File: src/rtl/frame_sequencer_pkg.sv
// Shared definitions for the frame sequencer: state encoding, draw command
// codes and screen coordinate widths.
package frame_sequencer_pkg;

  // Screen coordinate widths
  localparam int X_W = 9;
  localparam int Y_W = 8;

  // Command codes presented on start to the draw block
  localparam logic [2:0] START_NONE   = 3'd0;
  localparam logic [2:0] START_BALL   = 3'd1;
  localparam logic [2:0] START_PISTON = 3'd2;
  localparam logic [2:0] START_PVNRT  = 3'd3;
  localparam logic [2:0] START_METER  = 3'd4;

  // Sequencer states, in the order a frame walks through them
  typedef enum logic [3:0] {
    S_IDLE      = 4'd0,
    S_CLR_ISS   = 4'd1,
    S_CLR_WAIT  = 4'd2,
    S_FETCH0    = 4'd3,
    S_CAP0      = 4'd4,
    S_PIST_ISS  = 4'd5,
    S_PIST_WAIT = 4'd6,
    S_FETCH     = 4'd7,
    S_CAP       = 4'd8,
    S_BALL_ISS  = 4'd9,
    S_BALL_WAIT = 4'd10,
    S_DONE      = 4'd11
  } seq_state_t;

endpackage

File: src/rtl/frame_sequencer_wait_watchdog.sv
// Wait-state watchdog: counts cycles spent waiting on the draw block and
// flags the cycle on which the allowed budget of TIMEOUT cycles runs out.
module wait_watchdog #(
  parameter int TIMEOUT = 262143
) (
  input  logic clk,
  input  logic Reset_n,
  input  logic clr,
  input  logic en,
  output logic expired
);

  localparam int CW = (TIMEOUT > 1) ? $clog2(TIMEOUT) : 1;
  localparam logic [CW-1:0] LIMIT = CW'(TIMEOUT - 1);

  logic [CW-1:0] count;

  // Count wait cycles; cleared while the command is being issued so the
  // first wait cycle sees zero. Holds at the limit rather than wrapping.
  always_ff @(posedge clk) begin
    if (!Reset_n || clr) begin
      count <= '0;
    end else if (en && (count != LIMIT)) begin
      count <= count + CW'(1);
    end
  end

  // The last permitted wait cycle is the one with count == TIMEOUT-1
  assign expired = en && (count == LIMIT);

endmodule

File: src/rtl/frame_sequencer.sv
// Per-frame scheduler in front of the draw block: clear, piston chain
// (which also draws particle 0), then one ball per remaining particle.
//
// Draw handshake: a command is a single-cycle pulse on clear or start
// (never both). draw_plot is draw's busy flag; it may still read 0 in
// the first cycle after a pulse, so each wait ignores that cycle and then
// completes on the first cycle draw_plot is 0. xIn/yIn are stable before
// and throughout every start pulse.
module frame_sequencer
  import frame_sequencer_pkg::*;
#(
  parameter int N_PART  = 8,
  parameter int TIMEOUT = 262143
) (
  input  logic                        clk,
  input  logic                        Reset_n,
  input  logic                        frame_tick,
  input  logic [$clog2(N_PART):0]     num_active,
  input  logic [2:0]                  mode_in,
  input  logic [6:0]                  meter_in,
  input  logic [7:0]                  height_in,
  input  logic                        draw_plot,
  output logic [$clog2(N_PART)-1:0]   part_addr,
  input  logic [X_W-1:0]              part_x,
  input  logic [Y_W-1:0]              part_y,
  output logic [2:0]                  start,
  output logic                        clear,
  output logic [X_W-1:0]              xIn,
  output logic [Y_W-1:0]              yIn,
  output logic [2:0]                  mode,
  output logic [6:0]                  meter,
  output logic [7:0]                  pistonHeight,
  output logic                        busy,
  output logic                        frame_done,
  output logic [7:0]                  overrun,
  output logic                        timeout_err,
  output seq_state_t                  dbgState
);

  localparam int AW = $clog2(N_PART);
  localparam int CW = AW + 1;

  seq_state_t    state;
  seq_state_t    stateNext;
  logic [AW-1:0] addrNext;
  logic [CW-1:0] nCount;
  logic [CW-1:0] nClamp;
  logic          pending;
  logic          waitFirst;
  logic          accept;
  logic          timeoutHit;
  logic          wdClr;
  logic          wdEn;
  logic          wdExpired;

  assign dbgState = state;

  wait_watchdog #(
    .TIMEOUT (TIMEOUT)
  ) u_watchdog (
    .clk     (clk),
    .Reset_n (Reset_n),
    .clr     (wdClr),
    .en      (wdEn),
    .expired (wdExpired)
  );

  // Clamp the requested particle count into 1..N_PART
  always_comb begin
    nClamp = num_active;
    if (num_active == '0) begin
      nClamp = CW'(1);
    end else if (num_active > CW'(N_PART)) begin
      nClamp = CW'(N_PART);
    end
  end

  // Next-state, table address and watchdog control
  always_comb begin
    stateNext  = state;
    addrNext   = part_addr;
    accept     = 1'b0;
    timeoutHit = 1'b0;
    wdClr      = 1'b0;
    wdEn       = 1'b0;
    case (state)
      S_IDLE: begin
        if (frame_tick || pending) begin
          accept    = 1'b1;
          stateNext = S_CLR_ISS;
        end
      end
      S_CLR_ISS: begin
        wdClr     = 1'b1;
        stateNext = S_CLR_WAIT;
      end
      S_CLR_WAIT: begin
        wdEn = 1'b1;
        if (!waitFirst && !draw_plot) begin
          addrNext  = '0;
          stateNext = S_FETCH0;
        end else if (wdExpired) begin
          timeoutHit = 1'b1;
          stateNext  = S_IDLE;
        end
      end
      S_FETCH0: stateNext = S_CAP0;
      S_CAP0:   stateNext = S_PIST_ISS;
      S_PIST_ISS: begin
        wdClr     = 1'b1;
        stateNext = S_PIST_WAIT;
      end
      S_PIST_WAIT: begin
        wdEn = 1'b1;
        if (!waitFirst && !draw_plot) begin
          if (nCount == CW'(1)) begin
            stateNext = S_DONE;
          end else begin
            addrNext  = AW'(1);
            stateNext = S_FETCH;
          end
        end else if (wdExpired) begin
          timeoutHit = 1'b1;
          stateNext  = S_IDLE;
        end
      end
      S_FETCH: stateNext = S_CAP;
      S_CAP:   stateNext = S_BALL_ISS;
      S_BALL_ISS: begin
        wdClr     = 1'b1;
        stateNext = S_BALL_WAIT;
      end
      S_BALL_WAIT: begin
        wdEn = 1'b1;
        if (!waitFirst && !draw_plot) begin
          if ((CW'(part_addr) + CW'(1)) == nCount) begin
            stateNext = S_DONE;
          end else begin
            addrNext  = part_addr + AW'(1);
            stateNext = S_FETCH;
          end
        end else if (wdExpired) begin
          timeoutHit = 1'b1;
          stateNext  = S_IDLE;
        end
      end
      S_DONE:  stateNext = S_IDLE;
      default: stateNext = S_IDLE;
    endcase
  end

  // State register and state-decoded outputs, registered against the next state
  always_ff @(posedge clk) begin
    if (!Reset_n) begin
      state      <= S_IDLE;
      part_addr  <= '0;
      waitFirst  <= 1'b0;
      clear      <= 1'b0;
      start      <= START_NONE;
      busy       <= 1'b0;
      frame_done <= 1'b0;
    end else begin
      state      <= stateNext;
      part_addr  <= addrNext;
      waitFirst  <= wdClr;
      clear      <= (stateNext == S_CLR_ISS);
      busy       <= (stateNext != S_IDLE);
      frame_done <= (stateNext == S_DONE);
      if (stateNext == S_PIST_ISS) begin
        start <= START_PISTON;
      end else if (stateNext == S_BALL_ISS) begin
        start <= START_BALL;
      end else begin
        start <= START_NONE;
      end
    end
  end

  // Frame snapshot, particle coordinate capture and ball count
  always_ff @(posedge clk) begin
    if (!Reset_n) begin
      mode         <= '0;
      meter        <= '0;
      pistonHeight <= '0;
      nCount       <= CW'(1);
      xIn          <= '0;
      yIn          <= '0;
    end else begin
      if (accept) begin
        mode         <= mode_in;
        meter        <= meter_in;
        pistonHeight <= height_in;
        nCount       <= nClamp;
      end
      if ((state == S_CAP0) || (state == S_CAP)) begin
        xIn <= part_x;
        yIn <= part_y;
      end
    end
  end

  // Tick bookkeeping (pending flag, saturating overrun) and sticky timeout
  always_ff @(posedge clk) begin
    if (!Reset_n) begin
      pending     <= 1'b0;
      overrun     <= '0;
      timeout_err <= 1'b0;
    end else begin
      if (timeoutHit) begin
        timeout_err <= 1'b1;
      end
      if (timeoutHit || accept) begin
        pending <= 1'b0;
      end else if (frame_tick && (state != S_IDLE)) begin
        pending <= 1'b1;
      end
      if (frame_tick && (state != S_IDLE) && pending && (overrun != 8'hFF)) begin
        overrun <= overrun + 8'd1;
      end
    end
  end

endmodule

File: config.mk
export PLATFORM = sky130hd
export DESIGN_NAME = frame_sequencer
export DESIGN_NICKNAME = d
export VERILOG_FILES = /design/src/rtl/frame_sequencer_pkg.sv /design/src/rtl/frame_sequencer_wait_watchdog.sv /design/src/rtl/frame_sequencer.sv
export SDC_FILE = /design/constraint.sdc
export NUM_CORES = 1
export LEC_CHECK = 0
export CORE_MARGIN = 2
export CORE_UTILIZATION = 43
export CTS_CLUSTER_SIZE = 16
export DETAILED_ROUTE_END_ITERATION = 16
export PLACE_DENSITY_LB_ADDON = 0.25
export SYNTH_ARGS = -nofsm -noshare
export SYNTH_HDL_FRONTEND = slang
export SYNTH_HIERARCHICAL = 1
export SYNTH_SLANG_ARGS = --single-unit
File: constraint.sdc
create_clock -name clk -period 2.1 [get_ports clk]
set_input_delay 0.315 -clock clk [delete_from_list [all_inputs] [get_ports clk]]
set_output_delay 0.315 -clock clk [all_outputs]
set_load 0.02 [all_outputs]
==> results by stage <==
Run status:
- The flow ran to the end, and the final reports show no timing, DRC or antenna violations.

Floorplan:
- The vertical die dimension is 95.5 um.
- The effective utilization at floorplan is 44.0%.
- The I/O pin total is 100.
- The die outline width is 95.5 um.
- The number of rows in the core area is 33.
- The die covers 9120 sq um.
- The floorplan step defined a core boundary enclosing 8180 sq um.

Route:
- Summed over all layers, the routed wires come to 8860 um.
- The ratio of routed vias to standard cells is 5.31.
- The post-detailed-route wirelength per cell is 14.1 um.
- For this run, design rule violations remaining after detail routing come to 0.
- In this run the remaining antenna-violating nets after routing total 0.
- The detailed router finished its first iteration with 139 violations.
- The number of optimization iterations in the first detailed-route pass is 4.
- The routed via count is 3,332.

Cells and area:
- Counting the fill cells in the layout gives 705.
- In the layout the commonest cells are sky130_fd_sc_hd__clkdlybuf4s50_1 (98), sky130_fd_sc_hd__dfxtp_1 (74), sky130_fd_sc_hd__nand2_1 (62).
- The number of antenna diodes in the final layout is 0.
- The area taken by flip-flops and latches is 1610 sq um.
- The share of layout cells above drive strength 1 is 12.3%.
- The library cell used most frequently in the layout, excluding fill and tap cells, is sky130_fd_sc_hd__clkdlybuf4s50_1.
- Once layout is complete, the utilization of the core stands at 61.1%.
- The layout overhead on the synthesized area is 38.8%.
- The footprint of the multi-input gates is 1850 sq um.
- The net count of the finished layout is 564.

GRT:
- The number of global-route vias before repair is 3,138.
- The total global-route track usage is 20.4%.
- The global-route wire length before repair is 14,600 um.
- The initial antenna violation count came to 0.
- The pin count of the biggest net entering global routing is 29.
- Summed over all layers, the global routing overflow is 0.

Clock tree:
- The H-tree level count is 3.
- The number of clock buffers inserted by TritonCTS is 9.
- The clock root buffer is sky130_fd_sc_hd__clkbuf_8.
- The clock tree from TritonCTS is built.
- The longest clock path from root to sink contains 2 buffers.
- Clock-pin slew was measured on the worst setup and hold paths at 0.09 ns.
- The clock sink total is 80.
- The clock insertion delay at the later pin of the skew report is 0.37 ns.

Synth:
- Sequential elements use 44.5% of the synthesized area.
- The share of synthesized flip-flops with an asynchronous set or reset is 0%.
- The synthesized design contains 0 enable-type register cells.
- Synthesis instantiated 60 different standard cells from the library.
- The biggest area consumer among synthesized cells is sky130_fd_sc_hd__dfxtp_1.
- The count of synthesis-stage warnings from yosys is 6.
- The cell area after synthesis is 3600 sq um.
- The cell count after synthesis came out at 409.
- The number of nets handed over by synthesis was 456.
- The fraction of synthesized cell area taken by the top area cell type is 44.5%.
- After synthesis, the mean cell area works out to 8.80 sq um.
- The synthesized design contains 80 register bits.
- The most common flop cell mapped by yosys is sky130_fd_sc_hd__dfxtp_1.
- After synthesis, the cell types taking the most area are sky130_fd_sc_hd__dfxtp_1 (44%), sky130_fd_sc_hd__nand2_1 (6.5%), sky130_fd_sc_hd__mux2i_1 (5.6%).

Place:
- The count of input and output buffers is 98.
- The weighted congestion reported at the end of routability-driven placement is 0.840.
- Detailed placement finished with a half-perimeter wire length of 6290 um.

Pwr:
- The total design power is 0.00357 W.
- The peak ir drop on the vdd network is 0.491 mV.
- Cell internal power was estimated by the tool at 0.00251 W.
- The leakage power figure is 1.94 nW.
- The power dissipated by switching net loads is 0.00106 W.
- The logic gate share of total power is 20.3%.
- Registers are responsible for 46.4% of the overall power.
- The switching share of total power is 29.7%.
- The clock network is responsible for 33.3% of the overall power.
- Dividing total power by cell area gives a power density of 714 nW/um^2.

Timing:
- The final number of max-transition violations is 0.
- For this run, the top clock speed supported by timing is 0.511 GHz.
- Clock skew on the completed layout was measured at 0.0146 ns.
- For the pin with the worst max-slew slack, the measured transition is 0.786 ns.
- The worst slew margin relative to its limit is 47.6%.
- The final hold violation count is 0.
- The post-route clock period utilization is 93.1%.
- The total negative slack for setup checks is 0 ns.
- Setup violations remaining at the end of the flow were counted as 0.
- The clock period minus worst slack is 1.96 ns.
- Setup repair after global routing could not meet its margin everywhere.

Hold path:
- The number of stages on the worst hold path is 2.
- The worst hold-check path type is register to register.

Setup path:
- The worst setup path is of the register to register kind.
- Walking the worst path, the cells encountered are inv_1, ha_1, nand2_1, nor2_1, and3_1, o31ai_1, o2bb2ai_1, a31oi_2, a31oi_1.
- For this run, the slowest stage of the critical path takes 0.40 ns.
- For flop-to-flop paths, the worst setup slack is 0.14 ns.
- The critical-path maximum fanout is 5.
- STA classifies the critical path endpoint as a register.
- The data required time at the worst endpoint is 2.39 ns.
- The master of the slowest instance on the critical path is sky130_fd_sc_hd__dfxtp_1.
- The worst setup path is launched from a register.
- Data on the critical path arrives at its endpoint at 2.24 ns.
- The logic depth of the worst register-to-register path is 9.

Job:
- Across the run, the number of max-cap violations was 0.
-- registers in the layout, summed over array words and instances, names as in the netlist, 2 cells and up --
name,flops
meter,7
overrun,8
u_watchdog/count,18
yIn,8
part_addr,3
mode,3
start,2
nCount,4
pistonHeight,8
dbgState,4
xIn,9
-- worst max-delay path, delay by kind of cell (launching register included) --
family	cells	cell delay [ns]
AO/OA/AOI/OAI	4	0.78
adder cells (fa/ha/maj)	1	0.22
buffers and inverters	1	0.10
flip-flops	1	0.40
AND/OR/NAND/NOR	3	0.38
-- Yosys cell counts, types with 5 or more instances --
cell type / instances
sky130_fd_sc_hd__a21oi_1: 33
sky130_fd_sc_hd__and3_1: 5
sky130_fd_sc_hd__buf_2: 6
sky130_fd_sc_hd__clkbuf_1: 12
sky130_fd_sc_hd__dfxtp_1: 80
sky130_fd_sc_hd__inv_1: 7
sky130_fd_sc_hd__mux2i_1: 20
sky130_fd_sc_hd__nand2_1: 62
sky130_fd_sc_hd__nand3_1: 16
sky130_fd_sc_hd__nand3b_1: 5
sky130_fd_sc_hd__nand4_1: 14
sky130_fd_sc_hd__nor2_1: 40
sky130_fd_sc_hd__nor2b_1: 6
sky130_fd_sc_hd__nor4_1: 6
sky130_fd_sc_hd__o211ai_1: 7
sky130_fd_sc_hd__o31ai_1: 5
sky130_fd_sc_hd__or4_1: 7
sky130_fd_sc_hd__xor2_1: 8
-- per-layer routing --
layer  GRT usage (%)  vias to the layer above  part of all wire (%)
met5               0                        -                     0
met4            7.14                        0                   1.2
met3            9.25                        7                   9.4
met2            31.0                       92                    44
met1            25.7                     1554                    46
li1                -                     1679                     -
-- worst paths after layout --
check | startpoint | endpoint
hold / removal | pistonHeight[3] | pistonHeight[3]
setup / recovery | u_watchdog/count[0] | busy
setup reg to reg | u_watchdog/count[0] | busy
hold reg to reg | pistonHeight[3] | pistonHeight[3]
-- kinds of logic after synthesis --
logic type | after synthesis | synth area share [%]
AOI/OAI and AO/OA | 73 | 14.0
xor gates and xnor gates | 10 | 2.43
adders and majority gates | 4 | 1.39
buffers and inverters | 32 | 4.48
DFF | 80 | 44.5
muxes | 20 | 5.56
other | 1 | 0.104
and+or+nand+nor | 189 | 27.6
-- power groups by stage --
stage	Sequential (W)	Combinational (W)	Clock (W)
finish	0.00165	0.000725	0.00119
global route	0.00167	0.000787	0.00127
CTS	0.00166	0.000721	0.00121
detailed placement	0.00169	0.000716	0
global placement	0.00169	0.000708	0
floorplan	0.00176	0.000347	0
-- stage by stage --
stage | cells | hold WS (ns) | cell area, sq um | worst slack, ns
after floorplan | 409 | 0.438 | 3630 | 0.0595
after global placement | 609 | 0.442 | 4770 | 0.158
after detailed placement | 609 | 0.448 | 4770 | 0.0803
after CTS | 625 | 0.462 | 4970 | 0.0391
after global routing | 627 | 0.485 | 5000 | 0.0112
final | 627 | 0.458 | 5000 | 0.145
-- what timing repair did --
action	4_1_cts	5_1_grt
setup buffers	0	2
hold buffers	0	0
setup endpoints to repair	0	11
gates resized for setup	0	6
-- cell type report --
cell class | instances | share of cell area [%]
repair buffers | 121 | 23.4
multi-input cells | 297 | 37.1
clock buffers | 9 | 2.48
clock inverters | 7 | 1.60
inverters | 8 | 0.601
flip-flops and latches | 80 | 32.2
well taps | 105 | 2.63
No activity file was read; power rests on OpenSTA's default activity.
